===== src/rtl/debounce_pkg.sv =====
// Shared widths and helpers for the push-button debounce/auto-repeat bank.
package debounce_pkg;

  localparam int unsigned DB_CNT_W_DEF    = 6;
  localparam int unsigned RPT_W_DEF       = 25;
  localparam int unsigned SYNC_STAGES_DEF = 2;

  // True when the low w bits of v are all ones (w up to 32).
  function automatic logic all_ones(input logic [31:0] v, input int unsigned w);
    logic [31:0] mask;
    mask = (w >= 32) ? 32'hFFFF_FFFF : ((32'd1 << w) - 32'd1);
    return (v == mask);
  endfunction

endpackage


===== src/rtl/debounce_repeat_bank_if.sv =====
// Button-bank bus: raw inputs and repeat controls in, conditioned events out.
interface debounce_repeat_bank_if
  import debounce_pkg::*;
#(
  parameter int unsigned NUM_CH = 4,
  parameter int unsigned RPT_W  = RPT_W_DEF
);

  logic [NUM_CH-1:0] pb_in;
  logic [NUM_CH-1:0] rpt_en;
  logic [RPT_W-1:0]  rpt_delay;
  logic [RPT_W-1:0]  rpt_period;
  logic [NUM_CH-1:0] pb_state;
  logic [NUM_CH-1:0] pb_down;
  logic [NUM_CH-1:0] pb_up;
  logic [NUM_CH-1:0] pb_rpt;
  logic              pb_any;

  modport master (
    output pb_in, rpt_en, rpt_delay, rpt_period,
    input  pb_state, pb_down, pb_up, pb_rpt, pb_any
  );

  modport slave (
    input  pb_in, rpt_en, rpt_delay, rpt_period,
    output pb_state, pb_down, pb_up, pb_rpt, pb_any
  );

endinterface


===== src/rtl/debounce_channel.sv =====
// One button channel: synchroniser, saturating-window debounce, edge pulses
// and keyboard-style auto-repeat.
module debounce_channel
  import debounce_pkg::*;
#(
  parameter int unsigned DB_CNT_W    = DB_CNT_W_DEF,
  parameter int unsigned RPT_W       = RPT_W_DEF,
  parameter int unsigned SYNC_STAGES = SYNC_STAGES_DEF,
  parameter bit          ACTIVE_LOW  = 1'b1
) (
  input  logic             clk,
  input  logic             reset,
  input  logic             pb_in,
  input  logic             rpt_en,
  input  logic [RPT_W-1:0] rpt_delay,
  input  logic [RPT_W-1:0] rpt_period,
  output logic             pb_state,
  output logic             pb_down,
  output logic             pb_up,
  output logic             pb_rpt
);

  localparam int unsigned SYNC_N = (SYNC_STAGES < 2) ? 2 : SYNC_STAGES;

  logic [SYNC_N-1:0]   sync_q, sync_d;
  logic [DB_CNT_W-1:0] cnt_q, cnt_d;
  logic [RPT_W-1:0]    rcnt_q, rcnt_d;
  logic [RPT_W-1:0]    target;
  logic                state_q, state_d;
  logic                down_q, down_d;
  logic                up_q, up_d;
  logic                rpt_q, rpt_d;
  logic                first_q, first_d;
  logic                pb_lvl;
  logic                sync_out;

  // Internal level is always 1 = pressed.
  assign pb_lvl   = ACTIVE_LOW ? ~pb_in : pb_in;
  assign sync_out = sync_q[SYNC_N-1];

  always_comb begin
    sync_d = {sync_q[SYNC_N-2:0], pb_lvl};
  end

  // Debounce: count mismatch cycles; accept the new level once the window saturates.
  always_comb begin
    cnt_d   = '0;
    state_d = state_q;
    if (sync_out != state_q) begin
      if (all_ones(32'(cnt_q), DB_CNT_W)) begin
        state_d = ~state_q;
      end else begin
        cnt_d = cnt_q + DB_CNT_W'(1);
      end
    end
    down_d = state_d & ~state_q;
    up_d   = state_q & ~state_d;
  end

  // Auto-repeat; >= lets a lowered delay/period fire immediately.
  always_comb begin
    rcnt_d  = '0;
    first_d = 1'b1;
    rpt_d   = 1'b0;
    target  = first_q ? rpt_delay : rpt_period;
    if (down_d) begin
      rcnt_d = RPT_W'(1);
    end else if (state_q && rpt_en) begin
      first_d = first_q;
      if ((target != '0) && (rcnt_q >= target)) begin
        rpt_d   = state_d;
        rcnt_d  = RPT_W'(1);
        first_d = 1'b0;
      end else if (all_ones(32'(rcnt_q), RPT_W)) begin
        rcnt_d = rcnt_q;
      end else begin
        rcnt_d = rcnt_q + RPT_W'(1);
      end
    end
  end

  always_ff @(posedge clk or posedge reset) begin
    if (reset) begin
      sync_q  <= '0;
      cnt_q   <= '0;
      rcnt_q  <= '0;
      state_q <= 1'b0;
      down_q  <= 1'b0;
      up_q    <= 1'b0;
      rpt_q   <= 1'b0;
      first_q <= 1'b1;
    end else begin
      sync_q  <= sync_d;
      cnt_q   <= cnt_d;
      rcnt_q  <= rcnt_d;
      state_q <= state_d;
      down_q  <= down_d;
      up_q    <= up_d;
      rpt_q   <= rpt_d;
      first_q <= first_d;
    end
  end

  assign pb_state = state_q;
  assign pb_down  = down_q;
  assign pb_up    = up_q;
  assign pb_rpt   = rpt_q;

endmodule


===== src/rtl/debounce_repeat_bank.sv =====
// NUM_CH independent debounce/auto-repeat channels plus an any-pressed flag.
module debounce_repeat_bank
  import debounce_pkg::*;
#(
  parameter int unsigned NUM_CH      = 4,
  parameter int unsigned DB_CNT_W    = DB_CNT_W_DEF,
  parameter int unsigned RPT_W       = RPT_W_DEF,
  parameter int unsigned SYNC_STAGES = SYNC_STAGES_DEF,
  parameter bit          ACTIVE_LOW  = 1'b1
) (
  input logic                   clk,
  input logic                   reset,
  debounce_repeat_bank_if.slave bus
);

  logic [NUM_CH-1:0] state_v;
  logic [NUM_CH-1:0] down_v;
  logic [NUM_CH-1:0] up_v;
  logic [NUM_CH-1:0] rpt_v;

  for (genvar g = 0; g < NUM_CH; g++) begin : g_ch
    debounce_channel #(
      .DB_CNT_W    (DB_CNT_W),
      .RPT_W       (RPT_W),
      .SYNC_STAGES (SYNC_STAGES),
      .ACTIVE_LOW  (ACTIVE_LOW)
    ) u_ch (
      .clk        (clk),
      .reset      (reset),
      .pb_in      (bus.pb_in[g]),
      .rpt_en     (bus.rpt_en[g]),
      .rpt_delay  (bus.rpt_delay),
      .rpt_period (bus.rpt_period),
      .pb_state   (state_v[g]),
      .pb_down    (down_v[g]),
      .pb_up      (up_v[g]),
      .pb_rpt     (rpt_v[g])
    );
  end

  assign bus.pb_state = state_v;
  assign bus.pb_down  = down_v;
  assign bus.pb_up    = up_v;
  assign bus.pb_rpt   = rpt_v;
  assign bus.pb_any   = |state_v;

endmodule


===== src/flat_wrapper.sv =====
// flat-port wrapper written by rule: the top's interface ports become plain ports
module debounce_repeat_bank_flat import debounce_pkg::*;
#(
  parameter int unsigned NUM_CH      = 4,
  parameter int unsigned DB_CNT_W    = DB_CNT_W_DEF,
  parameter int unsigned RPT_W       = RPT_W_DEF,
  parameter int unsigned SYNC_STAGES = SYNC_STAGES_DEF,
  parameter bit          ACTIVE_LOW  = 1'b1
)
  (clk, reset, bus_pb_in, bus_rpt_en, bus_rpt_delay, bus_rpt_period, bus_pb_state, bus_pb_down, bus_pb_up, bus_pb_rpt, bus_pb_any);
  debounce_repeat_bank_if #(.NUM_CH(NUM_CH), .RPT_W(RPT_W)) bus_i ();
  input logic clk;
  input logic reset;
  input wire logic [$bits(bus_i.pb_in)-1:0] bus_pb_in;
  input wire logic [$bits(bus_i.rpt_en)-1:0] bus_rpt_en;
  input wire logic [$bits(bus_i.rpt_delay)-1:0] bus_rpt_delay;
  input wire logic [$bits(bus_i.rpt_period)-1:0] bus_rpt_period;
  output wire logic [$bits(bus_i.pb_state)-1:0] bus_pb_state;
  output wire logic [$bits(bus_i.pb_down)-1:0] bus_pb_down;
  output wire logic [$bits(bus_i.pb_up)-1:0] bus_pb_up;
  output wire logic [$bits(bus_i.pb_rpt)-1:0] bus_pb_rpt;
  output wire logic [$bits(bus_i.pb_any)-1:0] bus_pb_any;
  assign bus_i.pb_in = bus_pb_in;
  assign bus_i.rpt_en = bus_rpt_en;
  assign bus_i.rpt_delay = bus_rpt_delay;
  assign bus_i.rpt_period = bus_rpt_period;
  assign bus_pb_state = bus_i.pb_state;
  assign bus_pb_down = bus_i.pb_down;
  assign bus_pb_up = bus_i.pb_up;
  assign bus_pb_rpt = bus_i.pb_rpt;
  assign bus_pb_any = bus_i.pb_any;
  debounce_repeat_bank #(.NUM_CH(NUM_CH), .DB_CNT_W(DB_CNT_W), .RPT_W(RPT_W), .SYNC_STAGES(SYNC_STAGES), .ACTIVE_LOW(ACTIVE_LOW)) u_core (.clk(clk), .reset(reset), .bus(bus_i));
endmodule

===== config.mk =====
export PLATFORM = sky130hd
export DESIGN_NAME = debounce_repeat_bank_flat
export DESIGN_NICKNAME = d
export VERILOG_FILES = /design/src/rtl/debounce_pkg.sv /design/src/rtl/debounce_repeat_bank_if.sv /design/src/rtl/debounce_channel.sv /design/src/rtl/debounce_repeat_bank.sv /design/src/flat_wrapper.sv
export SDC_FILE = /design/constraint.sdc
export NUM_CORES = 1
export LEC_CHECK = 0
export BUFFER_PORTS_ARGS = -buffer_cell sky130_fd_sc_hd__buf_4
export CAP_MARGIN = 20
export CORE_ASPECT_RATIO = 1.5
export CORE_UTILIZATION = 30
export DETAILED_ROUTE_END_ITERATION = 10
export GPL_TIMING_DRIVEN = 0
export PLACE_DENSITY_LB_ADDON = 0.2
export SETUP_SLACK_MARGIN = 0.3
export SYNTH_ARGS = -nofsm -noshare
export SYNTH_HDL_FRONTEND = slang
export SYNTH_HIERARCHICAL = 1
export SYNTH_SLANG_ARGS = --single-unit

===== constraint.sdc =====
create_clock -name clk -period 9.6 [get_ports clk]
set_input_delay 0.48 -clock clk [delete_from_list [all_inputs] [get_ports clk]]
set_output_delay 0.48 -clock clk [all_outputs]
set_load 0.01 [all_outputs]

### Word level (Yosys, flattened, before mapping)

Index checks and enable logic that the tools add are counted.

* add/sub/neg operators: 8
* multiply operators: 0
* divide/modulo/power cells: 0
* order comparisons: 4
* eq/ne operators: 20
* shift operators: 0
* mux-type cells: 60
* bitwise operators: 20
* reduce and logical (&&, ||, !) cells: 13

Operators by type and width (number)
* 25-bit two-way mux: 20
* 25-bit by 1-bit adder with 25-bit output, second input constant: 4
* 25-bit == test, second input constant: 4
* 25-bit greater-or-equal comparator: 4
* 25-bit nonzero test: 4
* 6-bit two-way mux: 8
* 1-bit two-way mux: 32
* 6-bit by 1-bit adder with 6-bit output, second input constant: 4
* 6-bit == test, second input constant: 4
* 4-bit inequality test, second input constant: 4
* 3-bit by 2-bit inequality test with 1-bit output, second input constant: 4
* 1-bit inverter: 12
* 1-bit AND: 8
* 1-bit logical AND: 8
* 1-bit inequality test: 4
* 4-bit OR reduction: 1

* register bits: 152
* latch bits: 0
* RAM bits: 0
* ROM bits: 0
* logic and storage cells: 157
* memories kept: 0

### Logic depth before layout (Yosys ltp)

Gate-level depths: netlist (run 1).

* depth in word-level cells: 6
* depth in mapped cells: 11
* depth with buffers taken out: 9

### Modules after synthesis

The synthesis (run 1) kept the hierarchy.

Modules (own cells, without submodules)
* debounce_channel at u_core.g_ch[0].u_ch ...: instances 3, cells an instance 284, area each 2773.9 um2, sequential area each 952.2 um2
* debounce_channel at u_core.g_ch[1].u_ch: instances 1, cells an instance 293, area each 2885.3 um2, sequential area each 952.2 um2
* debounce_repeat_bank: instances 1, cells an instance 1, area each 7.5 um2, sequential area each 0.0 um2

### Worst setup path before layout (run 1)

No wires, ideal clock.

* path kind: register to register
* start point: register u_core.g_ch[1].u_ch.first_q
* end point: register u_core.g_ch[1].u_ch.rcnt_q[0]
* arrival time: 2.895 ns
* data required time: 9.479 ns
* slack: 6.583 ns
* stages on the path, launching flop included: 12
* period minus slack after synthesis: 3.017 ns
* cell sequence: dfstp_2 -> buf_6 -> buf_1 -> mux2_2 -> ha_1 -> nor2b_1 -> o21ai_0 -> a221o_1 -> o211ai_2 -> a32oi_4 -> buf_6 -> o22a_1

* cells in the longest elaborated chain, start to end: 6

RTL lines
* start, declared: line debounce_channel.sv:33 `logic first_q, first_d;`
* start signal, assigned: line debounce_channel.sv:100 `first_q <= first_d;`
* 25-bit two-way mux (*): line debounce_channel.sv:65 `target = first_q ? rpt_delay : rpt_period;`
* 25-bit greater-or-equal comparator / 25-bit nonzero test (equally long branches): line debounce_channel.sv:70 `if ((target != '0) && (rcnt_q >= target)) begin`
* 1-bit logical AND (*): line debounce_channel.sv:70
* 25-bit two-way mux: line debounce_channel.sv:70
* 25-bit two-way mux: line debounce_channel.sv:68 `end else if (state_q && rpt_en) begin`
* 25-bit two-way mux: line debounce_channel.sv:66 `if (down_d) begin`
* end signal, assigned: line debounce_channel.sv:95 `rcnt_q <= rcnt_d;`
* end, declared: line debounce_channel.sv:27 `logic [RPT_W-1:0] rcnt_q, rcnt_d;`

Every way passes the cells marked *; elsewhere a longest branch is shown, timed or not.
A chain may end at the register's enable or synchronous reset.

### Final worst setup path (run 1)

* start point: register u_core.g_ch[0].u_ch.first_q
* end point: register u_core.g_ch[0].u_ch.rcnt_q[24]

* cells in the longest elaborated chain, start to end: 6

RTL lines (line)
* start, declared: debounce_channel.sv:33
* start signal, assigned: debounce_channel.sv:100
* 25-bit two-way mux (*): debounce_channel.sv:65
* 25-bit greater-or-equal comparator / 25-bit nonzero test (equally long branches): debounce_channel.sv:70
* 1-bit logical AND (*): debounce_channel.sv:70
* 25-bit two-way mux: debounce_channel.sv:70
* 25-bit two-way mux: debounce_channel.sv:68
* 25-bit two-way mux: debounce_channel.sv:66
* end signal, assigned: debounce_channel.sv:95
* end, declared: debounce_channel.sv:27

Marked as above.

==> results of run 1 <==
[placed cells by master (no fill, tap or decap), drive strengths merged, types with 14 or more instances in the layout]
master	instances
buf	100
nand4	48
nand3	50
mux2i	110
a211oi	72
nor4	47
inv	29
o21ai	36
nand2	89
nor2	67
ha	108
xnor2	38
a21oi	46
and4	20
xor2	42
clkbuf	29
dfrtp	148
and3	14
nor3	51
[worst paths after layout]
| check | from | end | slack [ps] |
|---|---|---|---|
| setup / recovery | u_core/g_ch[0].u_ch/first_q$_DFFE_PP1P_ | u_core/g_ch[0].u_ch/rcnt_q[24]$_DFFE_PP0P_ | 5760 |
| hold / removal | bus_pb_in[2] | u_core/g_ch[2].u_ch/sync_q[0]$_DFF_PP0_ | 160 |
| setup reg to reg | u_core/g_ch[0].u_ch/first_q$_DFFE_PP1P_ | u_core/g_ch[0].u_ch/rcnt_q[24]$_DFFE_PP0P_ | 5760 |
| hold reg to reg | u_core/g_ch[3].u_ch/sync_q[0]$_DFF_PP0_ | u_core/g_ch[3].u_ch/sync_q[1]$_DFF_PP0_ | 350 |
| max in group asynchronous | reset | u_core/g_ch[2].u_ch/rcnt_q[11]$_DFFE_PP0P_ | 8780 |
| min in group asynchronous | reset | u_core/g_ch[3].u_ch/rcnt_q[9]$_DFFE_PP0P_ | 250 |
[kinds of logic after synthesis]
logic type	Yosys count	synth area share
AOI/OAI and AO/OA	202	0.1294
muxes	115	0.1032
and+or+nand+nor	428	0.2183
buffers and inverters	61	0.02644
DFF	152	0.3396
xor gates and xnor gates	80	0.06248
adders and majority gates	108	0.1205
[flip-flops by register name, summed over array words and instances, names as in the netlist]
signal and count:
u_core/g_ch.u_ch/rcnt_q 100, u_core/g_ch.u_ch/cnt_q 24, u_core/g_ch.u_ch/sync_q 8, u_core/g_ch.u_ch/first_q 4, u_core/g_ch.u_ch/pb_down 4, u_core/g_ch.u_ch/pb_rpt 4
u_core/g_ch.u_ch/pb_state 4, u_core/g_ch.u_ch/pb_up 4
[cell type report]
class                           instances  share of cell area
Inverter                               26            0.007499
Sequential cell                       152              0.2926
Timing Repair Buffer                   76             0.04384
Clock buffer                           18             0.03297
Clock inverter                         13             0.01500
Tap cell                              484             0.04653
Buffer                                 35             0.01529
Multi-Input combinational cell        933              0.5462
[layer usage]
metal	part of all wire	vias to the layer above
met1	0.42	4734
met4	0.030	0
li1	-	4556
met3	0.038	68
met5	0	-
met2	0.51	251
[critical path, stage by stage, from the launching register on]
cell and delay [ps]:
dfstp_2 550, buf_2 260, buf_1 610, mux2i_1 250
ha_1 380, nand4_2 160, nor4_2 460, nand2_1 100
a2bb2oi_1 190, a21oi_4 390, buf_4 260, nor3_1 70
[power breakdown]
| group | internal [mW] | leakage, nW | total, mW | switching, mW |
|---|---|---|---|---|
| combinational | 0.0439 | 3.65 | 0.134 | 0.0904 |
| clock | 0.437 | 0.294 | 0.733 | 0.296 |
| sequential | 0.646 | 2.08 | 0.650 | 0.00418 |
| total | 1.13 | 6.03 | 1.52 | 0.391 |
[synth_stat cells (all sizes together), types with 24 or more instances]
library cell	instances	share of area
nand2	89	0.030
nor4	47	0.035
mux2i	110	0.098
inv	26	0.0087
nor2	67	0.022
nand3	50	0.024
nor3	51	0.026
ha	108	0.12
xor2	42	0.033
buf	24	0.014
a211oi	72	0.051
nand4	48	0.030
a21oi	46	0.024
dfrtp	148	0.33
xnor2	38	0.030
o21ai	36	0.016
==> out/qor.csv, run 1 <==
stage;metric;value;unit
grt;grt_busiest_layer;met2;
routing;drt_iter0_markers;608;
synthesis;synth_edf_count;0;
timing;finalSetupViolCount;0;
placement;gp_congestion;0.9133;
critical_path;criticalPathCategory;reg2reg;
grt;grt_pass1_wl;58210;µm
grt;grtUsageMet1;0.2392;
timing;tightestPinTransition;890.9;ps
critical_path;crit_arrival;4150;ps
placement;pre_cts_ws;5782;ps
timing;rsz0062_at_grt;no;
critical_path;start_kind;flop;
clock_network;cts.sinks;152;
power_and_ir_drop;power_density;116.6;nW/µm²
cells_and_area;regArea;3809;µm²
synthesis;yosysUniqueCellTypes;56;
clock_network;clkLatencyLatePin;450;ps
floorplanning;coreArea;36800;µm²
placement;port-buffer-count;76;
routing;wl;36770;µm
synthesis;synth_area;11210;µm²
timing;setup_slack;5765;ps
timing;max_freq;260.8;MHz
grt;grt_use_met3;0.02811;
clock_network;cts_hold_buf;0;
critical_path;crit_path_max_fanout;10;
synthesis;synth-seq-area-share;0.3396;
clock_network;postCtsSetupBuffers;0;
job;maxCapViolations;0;
floorplanning;die_w;159.9;µm
timing;setup_tns;0;ps
clock_network;cts_made_buffers;17;
cells_and_area;multi_input_area;7109;µm²
clock_network;cts_root_buf;clkbuf_16;
synthesis;ys.flop_type;dfrtp_1;
cells_and_area;nNetsFinal;1409;
cells_and_area;final_cell_area;13020;µm²
timing;slew_headroom;0.4061;
synthesis;ys_warn_count;6;
clock_network;clockBufferDepth;2;
floorplanning;ioPinCount;77;
routing;drt_pass1_iterations;5;
worst_hold_path;holdPathStages;2;
floorplanning;die_h;238.8;µm
routing;drtAntennaViolNets;0;
routing;drcViolationCount;0;
synthesis;asyncSetResetFlopFracSynth;1.000;
grt;grtUsageTotal;0.1996;
floorplanning;core.rowCount;86;
placement;dp.cells;1706;
floorplanning;initial_core_util;0.3047;
clock_network;htreeDepth;4;
clock_network;clk_pin_slew_worst_paths;70;ps
timing;finalCritPeriodShare;0.3995;
clock_network;cts_tree;done;
grt;grt_pass1_vias;9828;
timing;slew_viol_final;0;
cells_and_area;antennaDiodeCount;0;
cells_and_area;area_growth;16.06;%
cells_and_area;stdcell_count;1737;
grt;antenna_found_initial;0;
worst_hold_path;hp-class;in2reg;
timing;finalHoldViolCount;0;
placement;placed_area;12390;µm²
clock_network;ctsResizeCount;0;
timing;fin_worst_skew;9.204;ps
routing;wl_per_cell;21.17;µm
synthesis;avgSynthCellArea;9.786;µm²
placement;hpwl;27180;µm
timing;fin_crit;3835;ps
cells_and_area;finish.utilization;0.3537;
grt;grt_max_degree;39;
power_and_ir_drop;ir_worst_vdd;89.37;µV
grt;use_met2;0.3538;
run_status;status;finished clean;
synthesis;synth_seq_cells;152;
grt;grt-ovfl-total;0;
power_and_ir_drop;design_power_total;1.518;mW
critical_path;worstPathRequired;9910;ps
synthesis;synthesis.nets;1314;
synthesis;synth_cells;1146;
cells_and_area;fillers;3789;
cells_and_area;drive_gt1_frac;0.1468;
timing;holdWs;158.5;ps
floorplanning;dieArea;38180;µm²
critical_path;cp-end-kind;flop;
routing;routed_via_density;5.532;
routing;vias;9609;
critical_path;rr_worst_depth;11;
power_and_ir_drop;leakagePower;6.027;nW
(Power assumes the default switching activity.)
==> inputs of run 2 (changes only) <==
==> constraint.sdc (replaced) <==
create_clock -name clk -period 3.2 [get_ports clk]
set_input_delay 0.16 -clock clk [delete_from_list [all_inputs] [get_ports clk]]
set_output_delay 0.16 -clock clk [all_outputs]
set_load 0.01 [all_outputs]
==> run 2 against run 1 <==
Wire length up 4.4%. First-iteration DRC count down 0.99%. Via count up 4.7%. Fmax up 32%. Design area up 9.2%. Critical path depth up 2. Largest cell class unchanged. Highest routed layer unchanged.
==> out/qor.csv, run 2 (same netlist as run 1, synthesis figures left out) <==
stage;metric;value;unit;change
timing;rsz0062_at_grt;yes;;
cells_and_area;area_growth;26.77;%;
critical_path;r2r_slack;290;ps;-5480 ps
cells_and_area;top_regs;u_core/g_ch.u_ch/rcnt_q (100), u_core/g_ch.u_ch/cnt_q (24), u_core/g_ch.u_ch/sync_q (8);;
cells_and_area;final_cell_area;14220;µm²;+9.2%
timing;finalSetupViolCount;0;;unchanged
cells_and_area;layout_commonest_cell;dfrtp_1;;
run_status;status;finished clean;;
floorplanning;dieArea;38180;µm²;unchanged
worst_hold_path;hp-class;in2reg;;
clock_network;cts_tree;done;;
critical_path;worstPathRequired;3600;ps;-6310 ps
routing;drcViolationCount;0;;unchanged
timing;fin_worst_skew;14.08;ps;+4.875 ps
routing;vias;10060;;+4.7%
routing;routed_via_density;5.620;;+1.6%
clock_network;cts_made_buffers;17;;unchanged
power_and_ir_drop;leakagePower;6.351;nW;+5.4%
cells_and_area;largest_reg_flops;100;;unchanged
timing;setup_tns;0;ps;unchanged
critical_path;start_kind;flop;;
placement;placed_area;12400;µm²;about the same
clock_network;clkLatencyLatePin;460;ps;about the same
clock_network;cts_root_buf;clkbuf_16;;
power_and_ir_drop;ir_worst_vdd;284.9;µV;+220%
grt;grt-ovfl-total;0;;unchanged
critical_path;criticalPathCategory;reg2reg;;
floorplanning;die_h;238.8;µm;unchanged
placement;port-buffer-count;76;;unchanged
routing;wl;38400;µm;+4.4%
cells_and_area;regArea;3809;µm²;unchanged
clock_network;clk_pin_slew_worst_paths;70;ps;about the same
critical_path;crit_arrival;3310;ps;-840 ps
grt;grt_pass1_vias;10090;;+2.6%
grt;antenna_found_initial;1;;+1
critical_path;rr_endpoint;u_core/g_ch[1].u_ch/pb_rpt$_DFF_PP0_;;
placement;hpwl;27180;µm;about the same
critical_path;crit_path_max_fanout;6;;-4
timing;tightestPinTransition;954.9;ps;+64.00 ps
timing;finalHoldViolCount;0;;unchanged
floorplanning;ioPinCount;77;;unchanged
cells_and_area;mostFrequentLayoutCells;dfrtp_1, buf_4, ha_1;;
floorplanning;initial_core_util;0.3047;;unchanged
timing;slew_headroom;0.3634;;-0.04267
cells_and_area;antennaDiodeCount;0;;unchanged
floorplanning;coreArea;36800;µm²;unchanged
grt;grt_pass1_wl;58680;µm;+0.81%
cells_and_area;drive_gt1_frac;0.2228;;+0.07597
clock_network;cts.sinks;152;;unchanged
routing;drtAntennaViolNets;0;;unchanged
grt;grtUsageTotal;0.2014;;+0.001897
job;maxCapViolations;0;;unchanged
placement;gp_congestion;0.8498;;-7.0%
cells_and_area;fillers;3701;;-2.3%
critical_path;rr_startpoint;u_core/g_ch[1].u_ch/first_q$_DFFE_PP1P_;;
timing;max_freq;343.6;MHz;+32%
floorplanning;die_w;159.9;µm;unchanged
timing;fin_crit;2911;ps;-924.3 ps
critical_path;rr_worst_depth;13;;+2
routing;drt_pass1_iterations;5;;unchanged
critical_path;startpoint;u_core/g_ch[1].u_ch/first_q$_DFFE_PP1P_;;
cells_and_area;top_register;u_core/g_ch.u_ch/rcnt_q;;
power_and_ir_drop;power_density;313.9;nW/µm²;+170%
routing;drt_iter0_markers;602;;-0.99%
cells_and_area;multi_input_area;7624;µm²;+7.2%
grt;grt_max_degree;39;;unchanged
timing;finalCritPeriodShare;0.9096;;+0.5101
clock_network;clockBufferDepth;2;;unchanged
critical_path;endpoint;u_core/g_ch[1].u_ch/pb_rpt$_DFF_PP0_;;
critical_path;cp-end-kind;flop;;
cells_and_area;nNetsFinal;1461;;+3.7%
routing;wl_per_cell;21.45;µm;+1.3%
floorplanning;core.rowCount;86;;unchanged
clock_network;htreeDepth;4;;unchanged
timing;slew_viol_final;0;;unchanged
## run 2: power breakdown
group / switching (mW) / internal [mW]
logic: 0.294 / 0.158
clock network: 0.896 / 1.16
registers: 0.0131 / 1.94
## run 2: routing by layer
layer,wire (µm),up-vias,share of wire,track usage
met1,15750,4939,0.41,0.2376
met5,0,-,0,0
li1,-,4659,-,-
met2,19440,345,0.51,0.3531
met4,1744,0,0.045,0.1137
met3,1464,116,0.038,0.02446
## run 2: worst min path at each step
| stage | from | endpoint | slack [ps] | cells past startpoint |
|---|---|---|---|---|
| 2_1_floorplan | bus_pb_in[0] | u_core/g_ch[0].u_ch/sync_q[0]$_DFF_PP0_ | 220 | 1 |
| 3_3_place_gp | bus_pb_in[0] | u_core/g_ch[0].u_ch/sync_q[0]$_DFF_PP0_ | 300 | 2 |
| 3_5_place_dp | bus_pb_in[2] | u_core/g_ch[2].u_ch/sync_q[0]$_DFF_PP0_ | 310 | 2 |
| 4_1_cts | bus_rpt_en[0] | u_core/g_ch[0].u_ch/first_q$_DFFE_PP1P_ | 90 | 3 |
| 5_1_grt | bus_rpt_en[1] | u_core/g_ch[1].u_ch/first_q$_DFFE_PP1P_ | 100 | 3 |
| 6_report | bus_rpt_en[1] | u_core/g_ch[1].u_ch/first_q$_DFFE_PP1P_ | 90 | 3 |
## run 2: per-stage QoR
stage / std cells / hold slack [ps] / power (mW) / util / setup slack (ps)
finish: 1790 / 85.71 / 4.463 / 0.3863 / 289.3
global route: 1790 / 104.5 / 4.630 / 0.3863 / 206.1
CTS: 1763 / 87.53 / 4.489 / 0.3647 / 290.6
detailed placement: 1706 / 305.7 / 2.386 / 0.3370 / -230.6
global placement: 1706 / 304.3 / 2.379 / 0.3370 / -237.4
floorplan: 1146 / 219.4 / 2.156 / - / 404.5
## run 2: cell type report
| class | instances | area share |
|---|---|---|
| plain buffers | 35 | 0.02790 |
| well taps | 484 | 0.04260 |
| clock inverters | 11 | 0.008009 |
| flip-flops and latches | 152 | 0.2679 |
| repair buffers | 128 | 0.07666 |
| clock buffers | 21 | 0.03380 |
| inverters | 26 | 0.006865 |
| multi-input cells | 933 | 0.5363 |
## run 2: timing repair
item                                    in CTS  in global routing
pin swaps                                   11                 46
hold buffers                                 5                  0
resized for setup                           49                101
hold endpoints to repair                   152                  0
buffers inserted                            19                 20
endpoints found under the setup margin     108                107
gates cloned                                 1                  7
## run 2: worst max-delay path, stage by stage (launching register included)
cell	delay (ps)
dfstp_2	550
buf_8	140
buf_12	110
buf_8	110
mux2i_1	70
ha_1	300
nand4_1	150
o22a_1	230
a211oi_2	230
a21oi_2	70
a32oi_4	380
buf_6	190
clkbuf_16	150
o211a_1	140
==> inputs of run 3 (changes only) <==
--- a/config.mk
+++ b/config.mk
@@ -8,7 +8,8 @@
 export BUFFER_PORTS_ARGS = -buffer_cell sky130_fd_sc_hd__buf_4
 export CAP_MARGIN = 20
 export CORE_ASPECT_RATIO = 1.5
-export CORE_UTILIZATION = 30
+export CORE_MARGIN = 2
+export CORE_UTILIZATION = 56
 export DETAILED_ROUTE_END_ITERATION = 10
 export GPL_TIMING_DRIVEN = 0
 export PLACE_DENSITY_LB_ADDON = 0.2
==> run 3 against run 2 <==
The run now ends with DRC left. Clock power fell by 3%. Sequential share of layout area rose by 1.6 points. Final cell count fell by 14%. Critical path type unchanged. Largest power group unchanged.
==> out/qor.csv, run 3 (same netlist as run 1, synthesis figures left out) <==
stage;metric;value;unit;change
run_status;status;finished with violations;;
run_status;violations;DRC;;
timing;finalCritPeriodShare;0.9062;;-0.003403
routing;routed_via_density;6.540;;+16%
cells_and_area;area_growth;19.61;%;
power_and_ir_drop;leakagePower;6.233;nW;-1.9%
timing;slew_headroom;0.4606;;+0.09719
job;maxCapViolations;0;;unchanged
routing;vias;10110;;+0.46%
floorplanning;ioPinCount;77;;unchanged
grt;grt_pass1_vias;10030;;-0.56%
critical_path;cp_num_buf_inv;5;;unchanged
clock_network;cts_tree;done;;
routing;drcViolationCount;1;;+1
timing;fin_worst_skew;10.05;ps;-4.025 ps
clock_network;clockBufferDepth;2;;unchanged
timing;tightestPinTransition;807.9;ps;-147.0 ps
timing;setup_slack;300.2;ps;+10.89 ps
critical_path;crit_path_max_fanout;7;;+1
critical_path;critPathSlowestCell;dfstp_2;;
floorplanning;die_h;177.3;µm;-26%
critical_path;crit_cells;12;;-1
grt;antenna_found_initial;0;;-1
cells_and_area;mostFrequentLayoutCells;dfrtp_1, ha_1, buf_4;;
critical_path;crit_arrival;3200;ps;-110 ps
clock_network;cts_root_buf;clkbuf_16;;
routing;wl;33030;µm;-14%
floorplanning;die_w;119.5;µm;-25%
power_and_ir_drop;ir_worst_vdd;346.2;µV;+22%
floorplanning;dieArea;21200;µm²;-44%
placement;port-buffer-count;76;;unchanged
cells_and_area;stdcell_count;1545;;-14%
placement;dp.cells;1482;;-13%
worst_hold_path;worstHoldStart;bus_rpt_en[0];;
timing;fin_crit;2900;ps;-10.89 ps
timing;holdWs;50.32;ps;-35.39 ps
critical_path;cp-end-kind;flop;;
grt;grt_pass1_wl;52010;µm;-11%
critical_path;rr_startpoint;u_core/g_ch[1].u_ch/first_q$_DFFE_PP1P_;;
clock_network;clkLatencyLatePin;450;ps;about the same
critical_path;path_delay_family;simple AND/OR/NAND/NOR gates;;
timing;rsz0062_at_grt;yes;;
cells_and_area;multi_input_area;7390;µm²;-3.1%
floorplanning;core.rowCount;63;;-27%
timing;slew_viol_final;0;;unchanged
worst_hold_path;hp-class;in2reg;;
routing;drt_pass1_iterations;11;;+6
critical_path;crit_path_cell_trace;buf_8 -> buf_12 -> buf_12 -> mux2i_2 -> ha_1 -> nand4_1 -> nor4_4 -> o211ai_2 -> a32oi_4 -> buf_12 -> clkbuf_16 -> nor3_2;;
power_and_ir_drop;power_density;324.5;nW/µm²;+3.4%
cells_and_area;nNetsFinal;1440;;-1.4%
critical_path;slowest_delay;560;ps;about the same
timing;setup_tns;0;ps;unchanged
critical_path;rr_worst_depth;12;;-1
cells_and_area;regArea;3809;µm²;unchanged
floorplanning;coreArea;19710;µm²;-46%
critical_path;cpMostUsedCell;buf_12;;
grt;grt_max_degree;39;;unchanged
clock_network;htreeDepth;4;;unchanged
grt;grtUsageTotal;0.3123;;+0.1108
routing;wl_per_cell;21.38;µm;-0.35%
clock_network;cts.sinks;152;;unchanged
floorplanning;initial_core_util;0.5691;;+0.2643
worst_hold_path;holdPathStages;3;;unchanged
timing;finalSetupViolCount;0;;unchanged
clock_network;clk_pin_slew_worst_paths;70;ps;about the same
placement;gp_congestion;0.9135;;+7.5%
cells_and_area;fillers;1530;;-59%
cells_and_area;drive_gt1_frac;0.1961;;-0.02671
clock_network;cts_made_buffers;17;;unchanged
cells_and_area;top_regs;u_core/g_ch.u_ch/rcnt_q (100), u_core/g_ch.u_ch/cnt_q (24), u_core/g_ch.u_ch/sync_q (8);;
critical_path;r2r_slack;300;ps;about the same
worst_hold_path;hold_end;u_core/g_ch[0].u_ch/first_q$_DFFE_PP1P_;;
critical_path;worstPathRequired;3500;ps;-100 ps
placement;pre_cts_ws;-44.66;ps;+185.9 ps
grt;grt-ovfl-total;0;;unchanged
cells_and_area;antennaDiodeCount;0;;unchanged
cells_and_area;top_register;u_core/g_ch.u_ch/rcnt_q;;
cells_and_area;largest_reg_flops;100;;unchanged
placement;hpwl;23180;µm;-15%
critical_path;criticalPathCategory;reg2reg;;
timing;finalHoldViolCount;0;;unchanged
critical_path;start_kind;flop;;
timing;max_freq;344.9;MHz;+0.38%
routing;drtAntennaViolNets;0;;unchanged
cells_and_area;layout_commonest_cell;dfrtp_1;;
critical_path;rr_endpoint;u_core/g_ch[1].u_ch/rcnt_q[14]$_DFFE_PP0P_;;
routing;drt_iter0_markers;1111;;+85%
-- run 3: how the worst max path moves through the flow --
stage	slack, ps	to	from
floorplan	400	u_core/g_ch[1].u_ch/rcnt_q[0]$_DFFE_PP0P_	u_core/g_ch[1].u_ch/first_q$_DFFE_PP1P_
global placement	-60	u_core/g_ch[3].u_ch/rcnt_q[24]$_DFFE_PP0P_	u_core/g_ch[3].u_ch/first_q$_DFFE_PP1P_
detailed placement	-40	u_core/g_ch[3].u_ch/rcnt_q[12]$_DFFE_PP0P_	u_core/g_ch[3].u_ch/first_q$_DFFE_PP1P_
CTS	290	u_core/g_ch[3].u_ch/rcnt_q[23]$_DFFE_PP0P_	u_core/g_ch[3].u_ch/first_q$_DFFE_PP1P_
global route	260	u_core/g_ch[1].u_ch/rcnt_q[24]$_DFFE_PP0P_	u_core/g_ch[1].u_ch/first_q$_DFFE_PP1P_
finish	300	u_core/g_ch[1].u_ch/rcnt_q[14]$_DFFE_PP0P_	u_core/g_ch[1].u_ch/first_q$_DFFE_PP1P_
-- run 3: tightest hold or removal path, cell delays in order --
cell	delay (ps)
buf_4	80
and2_1	170
o21ai_1	90
-- run 3: what timing repair did --
item,in CTS,in global routing
gates cloned,1,2
endpoints found under the hold margin,152,0
pin swaps,6,21
hold buffers,5,0
gates resized for setup,33,64
buffers inserted,14,9
endpoints found under the setup margin,108,108
-- run 3: area by class of cell --
type | count | area share
Multi-Input combinational cell | 933 | 0.5509
Sequential cell | 152 | 0.2839
Timing Repair Buffer | 107 | 0.06511
Clock buffer | 17 | 0.03171
Buffer | 35 | 0.02556
Tap cell | 260 | 0.02425
Clock inverter | 15 | 0.01129
Inverter | 26 | 0.007275
-- run 3: metrics by stage --
stage | power, mW | cell area (µm²) | util
detailed placement | 2.356 | 12120 | 0.6150
CTS | 4.351 | 12990 | 0.6591
global placement | 2.350 | 12120 | 0.6150
floorplan | 2.156 | 11220 | -
global route | 4.496 | 13410 | 0.6807
finish | 4.353 | 13410 | 0.6807
-- run 3: metal layers --
metal | GRT usage | vias up | share of wire
li1 | - | 4635 | -
met1 | 0.3754 | 4826 | 0.39
met2 | 0.5333 | 480 | 0.50
met3 | 0.05752 | 164 | 0.062
met4 | 0.1598 | 0 | 0.051
met5 | 0 | - | 0
-- run 3: power breakdown --
part	leakage [nW]	total (mW)	internal [mW]	switching [mW]
clock	0.279	1.99	1.04	0.947
sequential	2.08	1.95	1.94	0.0135
combinational	3.87	0.415	0.148	0.267
total	6.23	4.35	3.13	1.23
